### config.mk
export PLATFORM = sky130hd
export DESIGN_NAME = program_sequencer_flat
export DESIGN_NICKNAME = d
export VERILOG_FILES = /design/src/rtl/program_sequencer_pkg.sv /design/src/rtl/program_sequencer_if.sv /design/src/rtl/program_sequencer_classify.sv /design/src/rtl/program_sequencer.sv /design/src/flat_wrapper.sv
export SDC_FILE = /design/constraint.sdc
export NUM_CORES = 1
export LEC_CHECK = 0
export BUFFER_PORTS_ARGS = -buffer_cell sky130_fd_sc_hd__buf_4
export CORE_MARGIN = 1
export CORE_UTILIZATION = 55
export DETAILED_ROUTE_END_ITERATION = 8
export PLACE_DENSITY = 0.84
export SETUP_SLACK_MARGIN = 0.1
export SLEW_MARGIN = 20
export SYNTH_ARGS = -nofsm -noshare
export SYNTH_HDL_FRONTEND = slang
export SYNTH_SLANG_ARGS = --single-unit
### constraint.sdc
create_clock -name clk -period 3.6 [get_ports clk]
set_input_delay 0.36 -clock clk [delete_from_list [all_inputs] [get_ports clk]]
set_output_delay 0.36 -clock clk [all_outputs]
set_load 0.01 [all_outputs]
### src/rtl/program_sequencer_pkg.sv
// Shared ISA definitions for the NN processor core.
//  - OP_* : 4-bit opcodes (the top nibble of each instruction word)
//  - seqState_t : instruction sequencer state encoding
//  - is_defined_op() : true for every opcode the core implements
//  - satInc16() : saturating 16-bit increment for the instruction counter
package program_sequencer_pkg;

   localparam logic [3:0] OP_NOP  = 4'h0;
   localparam logic [3:0] OP_ADD  = 4'h1;
   localparam logic [3:0] OP_MUL  = 4'h2;
   localparam logic [3:0] OP_SINN = 4'h3;
   localparam logic [3:0] OP_MAC  = 4'h4;
   localparam logic [3:0] OP_ADDI = 4'h9;
   localparam logic [3:0] OP_HALT = 4'hB;
   localparam logic [3:0] OP_LD   = 4'hE;
   localparam logic [3:0] OP_ST   = 4'hF;

   typedef enum logic [2:0] {
      ST_IDLE,
      ST_FETCH,
      ST_ISSUE,
      ST_WAIT_MEM,
      ST_MAC_HOLD,
      ST_HALTED,
      ST_ERROR
   } seqState_t;

   function automatic logic is_defined_op(input logic [3:0] op);
      case (op)
         OP_NOP, OP_ADD, OP_MUL, OP_SINN, OP_MAC,
         OP_ADDI, OP_HALT, OP_LD, OP_ST: return 1'b1;
         default:                        return 1'b0;
      endcase
   endfunction

   function automatic logic [15:0] satInc16(input logic [15:0] v);
      return (v == 16'hFFFF) ? v : v + 16'd1;
   endfunction

endpackage

### src/rtl/program_sequencer_if.sv
// Bus bundle between the program sequencer, instruction memory and decode.
//  imem_req/imem_addr  -> imem      fetch request and address
//  imem_ack/imem_data  <- imem      fetch completion and fetched word
//  instr_valid/instr   -> decode    instruction presented for issue
//  instr_ready         <- decode    decode accepts the instruction
//  dmem_done           <- datapath  LD/ST data-memory access finished
// master = sequencer side, slave = memory/decode side.
interface program_sequencer_if #(
   parameter int PC_WIDTH    = 8,
   parameter int INSTR_WIDTH = 16
);
   logic                   imem_req;
   logic [PC_WIDTH-1:0]    imem_addr;
   logic                   imem_ack;
   logic [INSTR_WIDTH-1:0] imem_data;
   logic                   instr_valid;
   logic [INSTR_WIDTH-1:0] instr;
   logic                   instr_ready;
   logic                   dmem_done;

   modport master (
      output imem_req, imem_addr, instr_valid, instr,
      input  imem_ack, imem_data, instr_ready, dmem_done
   );

   modport slave (
      input  imem_req, imem_addr, instr_valid, instr,
      output imem_ack, imem_data, instr_ready, dmem_done
   );
endinterface

### src/rtl/program_sequencer_classify.sv
// seq_op_classify: combinational opcode classifier for the sequencer.
//  opcode  in   4   instruction opcode nibble
//  isHalt  out  1   HALT
//  isUndef out  1   opcode outside the defined ISA set
//  isMem   out  1   LD or ST (waits for data-memory completion)
//  isMac   out  1   MAC (multi-cycle occupancy)
module seq_op_classify
   import program_sequencer_pkg::*;
(
   input  logic [3:0] opcode,
   output logic       isHalt,
   output logic       isUndef,
   output logic       isMem,
   output logic       isMac
);
   assign isHalt  = (opcode == OP_HALT);
   assign isUndef = !is_defined_op(opcode);
   assign isMem   = (opcode == OP_LD) || (opcode == OP_ST);
   assign isMac   = (opcode == OP_MAC);
endmodule

### src/rtl/program_sequencer.sv
// program_sequencer: instruction fetch/issue sequencer for the NN core.
// Owns the PC, fetches words over the imem req/ack handshake, presents them
// to decode over valid/ready, stalls for LD/ST completion and MAC occupancy,
// stops on HALT and traps on undefined opcodes. All outputs are registered.
//  clk, reset_n   clock, asynchronous active-low reset
//  start          begin/restart; only honoured in IDLE, HALTED, ERROR
//  bus            imem fetch, decode issue and dmem_done (master side)
//  pc             current PC (also drives imem_addr)
//  instr_count    instructions issued since start, saturating
//  halted, error  sticky HALT-retired / undefined-opcode flags
module program_sequencer
   import program_sequencer_pkg::*;
#(
   parameter int PC_WIDTH    = 8,
   parameter int INSTR_WIDTH = 16,
   parameter int START_PC    = 0,
   parameter int MAC_CYCLES  = 2
) (
   input  logic                clk,
   input  logic                reset_n,
   input  logic                start,
   program_sequencer_if.master bus,
   output logic [PC_WIDTH-1:0] pc,
   output logic [15:0]         instr_count,
   output logic                halted,
   output logic                error
);
   localparam logic [PC_WIDTH-1:0] START_ADDR = PC_WIDTH'(START_PC);
   localparam int                  CNT_W      = (MAC_CYCLES > 1) ? $clog2(MAC_CYCLES) : 1;
   localparam logic [CNT_W-1:0]    MAC_LOAD   = CNT_W'(MAC_CYCLES - 1);
   localparam bit                  MAC_MULTI  = (MAC_CYCLES > 1);

   seqState_t              state, stateNext;
   logic [PC_WIDTH-1:0]    pcNext;
   logic [INSTR_WIDTH-1:0] instrReg, instrNext;
   logic                   validReg, validNext;
   logic                   reqReg, reqNext;
   logic [15:0]            countNext;
   logic                   haltNext, errNext;
   logic [CNT_W-1:0]       macCnt, macCntNext;
   logic [3:0]             curOp;
   logic                   isHalt, isUndef, isMem, isMac;

   // In FETCH the incoming word is classified; otherwise the held instruction.
   assign curOp = (state == ST_FETCH) ? bus.imem_data[INSTR_WIDTH-1 -: 4]
                                      : instrReg[INSTR_WIDTH-1 -: 4];

   seq_op_classify uClassify (
      .opcode  (curOp),
      .isHalt  (isHalt),
      .isUndef (isUndef),
      .isMem   (isMem),
      .isMac   (isMac)
   );

   assign bus.imem_req    = reqReg;
   assign bus.imem_addr   = pc;
   assign bus.instr_valid = validReg;
   assign bus.instr       = instrReg;

   always_comb begin
      stateNext  = state;
      pcNext     = pc;
      instrNext  = instrReg;
      validNext  = validReg;
      reqNext    = reqReg;
      countNext  = instr_count;
      haltNext   = halted;
      errNext    = error;
      macCntNext = macCnt;
      case (state)
         ST_IDLE: begin
            if (start) begin
               stateNext = ST_FETCH;
               reqNext   = 1'b1;
            end
         end
         ST_FETCH: begin
            if (reqReg && bus.imem_ack) begin
               instrNext = bus.imem_data;
               reqNext   = 1'b0;
               if (isHalt) begin
                  stateNext = ST_HALTED;
                  haltNext  = 1'b1;
               end else if (isUndef) begin
                  stateNext = ST_ERROR;
                  errNext   = 1'b1;
               end else begin
                  stateNext = ST_ISSUE;
                  validNext = 1'b1;
               end
            end
         end
         ST_ISSUE: begin
            if (bus.instr_ready) begin
               validNext = 1'b0;
               pcNext    = pc + 1'b1;
               countNext = satInc16(instr_count);
               if (isMem) begin
                  stateNext = ST_WAIT_MEM;
               end else if (isMac && MAC_MULTI) begin
                  stateNext  = ST_MAC_HOLD;
                  macCntNext = MAC_LOAD;
               end else begin
                  stateNext = ST_FETCH;
                  reqNext   = 1'b1;
               end
            end
         end
         ST_WAIT_MEM: begin
            if (bus.dmem_done) begin
               stateNext = ST_FETCH;
               reqNext   = 1'b1;
            end
         end
         ST_MAC_HOLD: begin
            // Leave as the counter reaches 0 so the next fetch request
            // appears MAC_CYCLES cycles after the MAC was accepted.
            macCntNext = macCnt - 1'b1;
            if (macCntNext == '0) begin
               stateNext = ST_FETCH;
               reqNext   = 1'b1;
            end
         end
         ST_HALTED, ST_ERROR: begin
            if (start) begin
               pcNext    = START_ADDR;
               countNext = '0;
               haltNext  = 1'b0;
               errNext   = 1'b0;
               stateNext = ST_FETCH;
               reqNext   = 1'b1;
            end
         end
         default: stateNext = ST_IDLE;
      endcase
   end

   always_ff @(posedge clk or negedge reset_n) begin
      if (!reset_n) begin
         state       <= ST_IDLE;
         pc          <= START_ADDR;
         instrReg    <= '0;
         validReg    <= 1'b0;
         reqReg      <= 1'b0;
         instr_count <= '0;
         halted      <= 1'b0;
         error       <= 1'b0;
         macCnt      <= '0;
      end else begin
         state       <= stateNext;
         pc          <= pcNext;
         instrReg    <= instrNext;
         validReg    <= validNext;
         reqReg      <= reqNext;
         instr_count <= countNext;
         halted      <= haltNext;
         error       <= errNext;
         macCnt      <= macCntNext;
      end
   end
endmodule

### src/flat_wrapper.sv
// flat-port wrapper written by rule: the top's interface ports become plain ports
module program_sequencer_flat import program_sequencer_pkg::*;
#(
   parameter int PC_WIDTH    = 8,
   parameter int INSTR_WIDTH = 16,
   parameter int START_PC    = 0,
   parameter int MAC_CYCLES  = 2
)
  (clk, reset_n, start, pc, instr_count, halted, error, bus_imem_req, bus_imem_addr, bus_instr_valid, bus_instr, bus_imem_ack, bus_imem_data, bus_instr_ready, bus_dmem_done);
  program_sequencer_if #(.PC_WIDTH(PC_WIDTH), .INSTR_WIDTH(INSTR_WIDTH)) bus_i ();
  input  logic clk;
  input  logic reset_n;
  input  logic start;
  output logic [PC_WIDTH-1:0] pc;
  output logic [15:0] instr_count;
  output logic halted;
  output logic error;
  output wire logic [$bits(bus_i.imem_req)-1:0] bus_imem_req;
  output wire logic [$bits(bus_i.imem_addr)-1:0] bus_imem_addr;
  output wire logic [$bits(bus_i.instr_valid)-1:0] bus_instr_valid;
  output wire logic [$bits(bus_i.instr)-1:0] bus_instr;
  input wire logic [$bits(bus_i.imem_ack)-1:0] bus_imem_ack;
  input wire logic [$bits(bus_i.imem_data)-1:0] bus_imem_data;
  input wire logic [$bits(bus_i.instr_ready)-1:0] bus_instr_ready;
  input wire logic [$bits(bus_i.dmem_done)-1:0] bus_dmem_done;
  assign bus_imem_req = bus_i.imem_req;
  assign bus_imem_addr = bus_i.imem_addr;
  assign bus_instr_valid = bus_i.instr_valid;
  assign bus_instr = bus_i.instr;
  assign bus_i.imem_ack = bus_imem_ack;
  assign bus_i.imem_data = bus_imem_data;
  assign bus_i.instr_ready = bus_instr_ready;
  assign bus_i.dmem_done = bus_dmem_done;
  program_sequencer #(.PC_WIDTH(PC_WIDTH), .INSTR_WIDTH(INSTR_WIDTH), .START_PC(START_PC), .MAC_CYCLES(MAC_CYCLES)) u_core (.clk(clk), .reset_n(reset_n), .start(start), .bus(bus_i), .pc(pc), .instr_count(instr_count), .halted(halted), .error(error));
endmodule
==> results.md, run 1 <==
* Final count of hold timing violations at 0
* Placement Setup Slack at about 1300 ps
* Asr flop ratio synth at 100%
* 1st-pass router iterations at 7
* Clock Tree Buf Depth at 2
* Highest clock rate at about 430 MHz
* Area Overhead vs Synth at 23.5%
* P_sw at between 0.8 and 0.9 mW
* Worst min path class: input port to async pin
* Cells after Synth at around 290
* RSZ-0062 raised after global routing: no
* Maximum capacitance violations at 0
* Post-synth net total at 310
* Mapped Area at roughly 2600 um2
* Die width at just over 70 um
* CTS clk-pin slew, worst paths at around 100 ps
* Failing checks: design-rule violations
* R2r setup slk at approximately 1300 ps
* First-pass GRT wire length at approximately 10000 um
* #FFs+latches synth at 48
* Iteration-0 DRC Markers at ~230
* Gate power share at around 39%
* Port bufs at 73
* Routed Antenna Nets at 0
* Worst EP required at roughly 3800 ps
* Via Count at roughly 2400
* Layout Skew at 10.3 ps
* Die Ht at 71.0 um
* Clock Latency Late Sink at 300 ps
* Resized Gates After CTS at 0
* Leakage power at 1.56 nW
* Root Driver: clkbuf_8
* GRT met1 Usage at about a third
* # Post-CTS Setup Buffers at 0
* Maximum VDD drop at 0.000405 V
* Number of diodes at 0
* GR Util met2 at approximately 44%
* TritonCTS Buffers at 5
* Sink Count at 48
* Vias per cell at 6.00
* Worst-path fanout max at 21
* Largest incremental delay on the critical path at 630 ps
* Vias in the first global route at approximately 2300
* R2R cell count at 3
* Arr. time, crit path at around 2500 ps
* Fill cell count at between 300 and 400
* Slew Limit Fails at 0
* Final setup margin at about 1300 ps
* CORE AREA at about 4500 um2
* Setup Viol. Count Final at 0
* Power Density at approximately 650 nW/um2
* Sequential cell area fraction in the yosys report at a little under half
* All-Layer GR Usage at roughly a quarter
* Largest delay share family, worst path: simple AND/OR/NAND/NOR gates
* Flop pwr share at roughly two fifths
* Hold_buf cts at 0
* CP endpoint kind: flop
* Cell chain of the critical path: nor3b_2 > nand3_1 > o41ai_1
* DR WL/cell at 15.4 um
* Synth Warn # at 0
* CTS tree: done
* Post-synth EDFFs at 0
* Critical-path cell with the highest stage delay: nand3_1
* Final min period at ~2300 ps
* Final WL at between 6000 and 7000 um
* IO Pins at 74
* Status: finished with violations
* Total die area at just over 5000 um2
* Sw Share at roughly two fifths
* Fraction of layout cells with a size suffix above 1 at about a quarter
* Synth cell types at a little under 50
* Slew @ Worst Pin at approximately 800 ps
* DPL Wire Length at between 4000 and 5000 um
* Initial antenna violation count at 0
* Routability cong. at roughly 0.8
* Setup TNS Final at 0 ps
* Largest net degree at the start of global routing at 49
* Crit. path cell count at 3
* Gr busiest metal: met2
* Grt met3 use at around 4.7%
* Synth Flop Type: dfrtp_1
* H-tree Lvls at 2
* CP Launch Type: flop
* Max-Slew Margin vs Limit at a little under half
* Tcrit/Tclk final at 65.0%
* # rows at 24
* DRC at 4
* Final layout net count at between 300 and 400
* Clock network power share at around a fifth
* WS Path Type: flop to flop
* Internal power at around 1.3 mW
* Buf+Inv Stages, Crit Path at 0
* Grt total ovfl at 0
* Initial Util at 58.4%
* Syn_area_per_cell at about 9.1 um2
-- worst reg2reg max path: cells and delay by family (launching register included) --
family             cells  cell delay, ps
AOI/OAI and AO/OA      1             570
DFF                    1             600
and+or+nand+nor        2            1050
-- worst paths after layout --
check | from | endpoint
setup reg to reg | u_core.state[0]$_DFFE_PN0P_ | u_core.error$_DFFE_PN0P_
hold reg to reg | u_core.bus.instr[10]$_DFFE_PN0P_ | u_core.bus.instr[10]$_DFFE_PN0P_
hold / removal | reset_n | u_core.instr_count[15]$_DFFE_PN0P_
max in group asynchronous | reset_n | u_core.bus.imem_addr[1]$_DFFE_PN0P_
setup / recovery | u_core.state[0]$_DFFE_PN0P_ | u_core.error$_DFFE_PN0P_
min in group clk | bus_imem_data[5] | u_core.bus.instr[5]$_DFFE_PN0P_
-- routing by layer --
| metal | part of all wire (%) | wire length, um | vias up |
|---|---|---|---|
| met5 | 0 | 0 | - |
| met4 | 1.2 | 73 | 0 |
| met3 | 4.9 | 302 | 9 |
| met2 | 49 | 3030 | 71 |
| met1 | 44 | 2720 | 1152 |
| li1 | - | - | 1162 |
-- synthesized netlist by cell type, types with 4 or more instances --
master / instances / share of area, %
o21ai_0: 9 / 1.7
dfrtp_1: 48 / 46
clkbuf_1: 7 / 1.0
o311ai_0: 5 / 1.7
mux2i_1: 4 / 1.5
nand3_1: 11 / 2.1
nor3_1: 6 / 1.1
inv_1: 5 / 0.72
nor2_1: 8 / 1.1
and3_1: 6 / 1.4
o31ai_1: 7 / 2.0
nor2b_1: 4 / 0.96
or4_1: 6 / 1.7
nand2b_1: 4 / 0.96
or3_1: 4 / 0.96
nand4_1: 8 / 1.9
xor2_1: 4 / 1.3
nand2_1: 70 / 10
buf_4: 11 / 3.2
a21oi_1: 13 / 2.5
o41ai_1: 4 / 1.3
-- area by class of cell --
type / count / area, um2 / area share (%)
Inverter: 5 / 18.8 / 0.581
Tap cell: 52 / 65.1 / 2.01
Multi-Input combinational cell: 213 / 1280 / 39.5
Clock buffer: 6 / 82.6 / 2.56
Clock inverter: 2 / 38.8 / 1.20
Timing Repair Buffer: 73 / 548 / 17.0
Sequential cell: 48 / 1200 / 37.2
-- stage by stage --
step | hold WS (ps) | area [um2] | utilization, % | total power [mW] | instances
floorplan | 64.4 | 2620 | - | 1.38 | 286
global placement | 408 | 3110 | 69.5 | 1.68 | 391
detailed placement | 409 | 3110 | 69.5 | 1.70 | 391
CTS | 77.5 | 3230 | 72.2 | 2.12 | 399
global route | 110 | 3230 | 72.2 | 2.25 | 399
finish | 55.6 | 3230 | 72.2 | 2.11 | 399
-- sequential cells by signal (all words and copies together) (netlist names) --
name / flops
u_core.instr_count: 16
u_core.error: 1
u_core.bus.imem_addr: 8
u_core.state: 3
u_core.macCnt: 1
u_core.bus.imem_req: 1
u_core.bus.instr: 16
u_core.halted: 1
u_core.bus.instr_valid: 1
-- power by group through the flow --
stage | combinational (mW) | clock [mW] | sequential (mW)
2_1_floorplan | 0.494 | 0 | 0.883
3_3_place_gp | 0.789 | 0 | 0.886
3_5_place_dp | 0.814 | 0 | 0.887
4_1_cts | 0.816 | 0.422 | 0.880
5_1_grt | 0.896 | 0.440 | 0.911
6_report | 0.811 | 0.414 | 0.883
-- cells in the final DEF (no fill, tap or decap), drive strengths merged, types with 2 or more instances in the layout --
| cell type | n |
|---|---|
| a211o | 2 |
| a211oi | 2 |
| a21o | 2 |
| a21oi | 13 |
| a221oi | 2 |
| a32oi | 2 |
| and3 | 6 |
| and4 | 2 |
| buf | 73 |
| clkbuf | 6 |
| dfrtp | 48 |
| ha | 2 |
| inv | 5 |
| mux2 | 2 |
| mux2i | 4 |
| nand2 | 70 |
| nand2b | 4 |
| nand3 | 12 |
| nand4 | 9 |
| nand4b | 2 |
| nor2 | 8 |
| nor2b | 4 |
| nor3 | 7 |
| nor4bb | 3 |
| o211ai | 3 |
| o21ai | 9 |
| o311ai | 5 |
| o31ai | 7 |
| o41ai | 4 |
| or3 | 4 |
| or4 | 6 |
| xor2 | 4 |
-- kinds of logic (layout without fill, tap and decap cells) --
logic type | Yosys count | in the layout | share of synthesized area, %
AND/OR/NAND/NOR | 143 | 143 | 28.6
AO/OA/AOI/OAI | 57 | 57 | 15.2
flip-flops | 48 | 48 | 45.9
buffers and inverters | 25 | 86 | 5.26
multiplexers | 6 | 6 | 2.39
XOR/XNOR | 5 | 5 | 1.67
adder cells (fa/ha/maj) | 2 | 2 | 0.957
No activity file was read; power rests on OpenSTA's default activity.
==> inputs of run 2 (changes only) <==
--- a/config.mk
+++ b/config.mk
@@ -7,9 +7,9 @@
 export LEC_CHECK = 0
 export BUFFER_PORTS_ARGS = -buffer_cell sky130_fd_sc_hd__buf_4
 export CORE_MARGIN = 1
-export CORE_UTILIZATION = 55
+export CORE_UTILIZATION = 52
 export DETAILED_ROUTE_END_ITERATION = 8
-export PLACE_DENSITY = 0.84
+export PLACE_DENSITY = 0.8
 export SETUP_SLACK_MARGIN = 0.1
 export SLEW_MARGIN = 20
 export SYNTH_ARGS = -nofsm -noshare
==> constraint.sdc (replaced) <==
create_clock -name clk -period 2.2 [get_ports clk]
set_input_delay 0.22 -clock clk [delete_from_list [all_inputs] [get_ports clk]]
set_output_delay 0.22 -clock clk [all_outputs]
set_load 0.01 [all_outputs]
==> run 2 against run 1 <==
- the flow now finishes without violations
- sequential power rose by 64%
- first-iteration DRC count fell by 41%
- clock skew fell by 1.9 ps
- register-to-register slack got worse by 960 ps
- combinational power rose by 70%
- non-clock buffer count rose by 9
- largest power group unchanged
- highest routed layer unchanged
==> results.md, run 2 (synthesis results as in run 1) <==
* Status: completed
* Maximum VDD drop at 0.000678 V (+68%)
* Post-layout util at 69.3% (-2.9 points)
* Final min period at 1900 ps (-443 ps)
* RR Endpoint: u_core.instr_count[6]$_DFFE_PN0P_
* R2r setup slk at 300 ps (-960 ps)
* Final Power at 3.49 mW (+65%)
* Port bufs at 73 (unchanged)
* Highest clock rate at 528 MHz (+23%)
* Root Driver: clkbuf_8
* Iteration-0 DRC Markers at 135 (-41%)
* CP endpoint kind: flop
* Sw Share at 38.3% (+0.21 points)
* Grt total ovfl at 0 (unchanged)
* Die Ht at 72.9 um (+2.8%)
* Worst hold stages at 3
* Arr. time, crit path at 2120 ps (-410 ps)
* RSZ-0062 raised after global routing: no
* Setup TNS Final at 0 ps (unchanged)
* First-pass GRT wire length at 10100 um (-0.68%)
* Routed Antenna Nets at 0 (unchanged)
* Via Count at 2380 (-0.58%)
* Tcrit/Tclk final at 86.1% (+21 points)
* Most common cell after layout, fill and taps aside: buf_4
* Max-Slew Margin vs Limit at 55.4% (+7.7 points)
* Sink Count at 48 (unchanged)
* Final layout net count at 379 (+2.4%)
* Power Density at 1050 nW/um2 (+61%)
* CORE AREA at 4790 um2 (+7.0%)
* Routability cong. at 0.810 (+2.5%)
* TritonCTS Buffers at 5 (unchanged)
* RR Startpoint: u_core.state[0]$_DFFE_PN0P_
* DR WL/cell at 14.3 um (-6.9%)
* Worst Setup SP: u_core.state[0]$_DFFE_PN0P_
* 1st-pass router iterations at 4 (-3)
* H-tree Lvls at 2 (unchanged)
* CTS tree: done
* Leakage power at 1.60 nW (+2.3%)
* Largest net degree at the start of global routing at 49 (unchanged)
* Worst hold start: bus_imem_data[5]
* Area Overhead vs Synth at 26.7%
* Die width at 72.9 um (+2.8%)
* Vias per cell at 5.63 (-6.2%)
* Final count of hold timing violations at 0 (unchanged)
* Internal power at 2.15 mW (+65%)
* Slew @ Worst Pin at 664 ps (-113 ps)
* WS Path Type: flop to flop
* Flop pwr share at 41.6% (-0.3 points)
* Worst EP required at 2430 ps (-1360 ps)
* Clock network power share at 18.8% (-0.8 points)
* Most frequent cells in the layout: buf_4, nand2_1, dfrtp_1
* Clock Tree Buf Depth at 2 (unchanged)
* Slew Limit Fails at 0 (unchanged)
* CTS clk-pin slew, worst paths at 90 ps (about the same)
* R2R cell count at 4 (+1)
* DPL Wire Length at 4320 um (+2.2%)
* Number of diodes at 0 (unchanged)
* Initial antenna violation count at 0 (unchanged)
* Fraction of layout cells with a size suffix above 1 at 27.0% (+1.9 points)
* CP Launch Type: flop
* Hold Crit Endpoint: u_core.bus.instr[5]$_DFFE_PN0P_
* Vias in the first global route at 2131 (-8.1%)
* DRC at 0 (-4)
* Worst min path class: input port to flop
* P_sw at 1.33 mW (+66%)
* # rows at 25 (+4.2%)
* Initial Util at 54.6% (-3.8 points)
* Worst-path fanout max at 15 (-29%)
* Clock Latency Late Sink at 310 ps (about the same)
* Gate power share at 39.6% (+1.1 points)
* Final WL at 6050 um (-1.3%)
* Layout Skew at 8.47 ps (-1.85 ps)
* Setup Viol. Count Final at 0 (unchanged)
* IO Pins at 74 (unchanged)
* Total die area at 5320 um2 (+5.6%)
* Maximum capacitance violations at 0 (unchanged)
* All-Layer GR Usage at 24.4% (-0.80 points)
[run 2: cell count changes in the layout (fill, tap and decap cells not counted)]
cell / before / now
inv_6: 0 / 1
dfrtp_1: 48 / 47
buf_4: 73 / 81
dfrtp_2: 0 / 1
clkinvlp_4: 0 / 1
dlygate4sd3_1: 0 / 1
clkinv_4: 1 / 0
clkbuf_8: 6 / 5
[run 2: worst max path at each step]
| stage | slack (ps) | endpoint | depth (start not counted) |
|---|---|---|---|
| final | 300 | u_core.instr_count[6]$_DFFE_PN0P_ | 4 |
| after global routing | 130 | u_core.instr_count[6]$_DFFE_PN0P_ | 4 |
| after CTS | 250 | u_core.instr_count[6]$_DFFE_PN0P_ | 4 |
| after detailed placement | 280 | u_core.instr_count[6]$_DFFE_PN0P_ | 4 |
| after global placement | 340 | u_core.instr_count[14]$_DFFE_PN0P_ | 4 |
| after floorplan | 540 | u_core.instr_count[0]$_DFFE_PN0P_ | 5 |
[run 2: repair_timing]
item | 4_1_cts | 5_1_grt
endpoints found under the hold margin | 48 | 0
setup endpoints to repair | 0 | 3
hold buffers | 1 | 0
buffers inserted | 0 | 0
resized for setup | 0 | 1
[run 2: final cells by class]
cell class                 count  area (um2)
timing repair buffer          82         618
tap                           67        83.8
clock buffer                   5        68.8
clock inverter                 3        46.3
multi-input combinational    213        1280
sequential                    48        1200
inverter                       5        18.8
fill                         401        1470
[run 2: power groups by stage]
stage	Sequential, mW	Clock (mW)	Combinational (mW)
5_1_grt	1.51	0.703	1.53
2_1_floorplan	1.44	0	0.808
3_3_place_gp	1.45	0	1.35
6_report	1.45	0.656	1.38
4_1_cts	1.45	0.669	1.39
3_5_place_dp	1.46	0	1.39
[run 2: per-layer routing]
| metal | wire [um] | share of wire, % | track usage (%) | vias to the layer above |
|---|---|---|---|---|
| met2 | 2950 | 49 | 40.5 | 72 |
| met1 | 2760 | 46 | 32.8 | 1131 |
| li1 | - | - | - | 1172 |
| met3 | 306 | 5.1 | 5.11 | 5 |
| met5 | 0 | 0 | 0 | - |
| met4 | 29 | 0.48 | 6.10 | 0 |
[run 2: through the flow]
step	setup WS (ps)	hold slack, ps	cell area (um2)	instances
2_1_floorplan	543	-75.6	2620	286
3_3_place_gp	337	271	3190	414
3_5_place_dp	284	269	3190	414
4_1_cts	253	91.5	3310	423
5_1_grt	128	82.2	3310	423
6_report	305	96.0	3310	423
[run 2: worst max-delay path: stages (launching register included)]
cell	delay, ps
dfrtp_1	540
and4bb_1	470
nand2_1	170
or4_1	490
a21oi_1	150
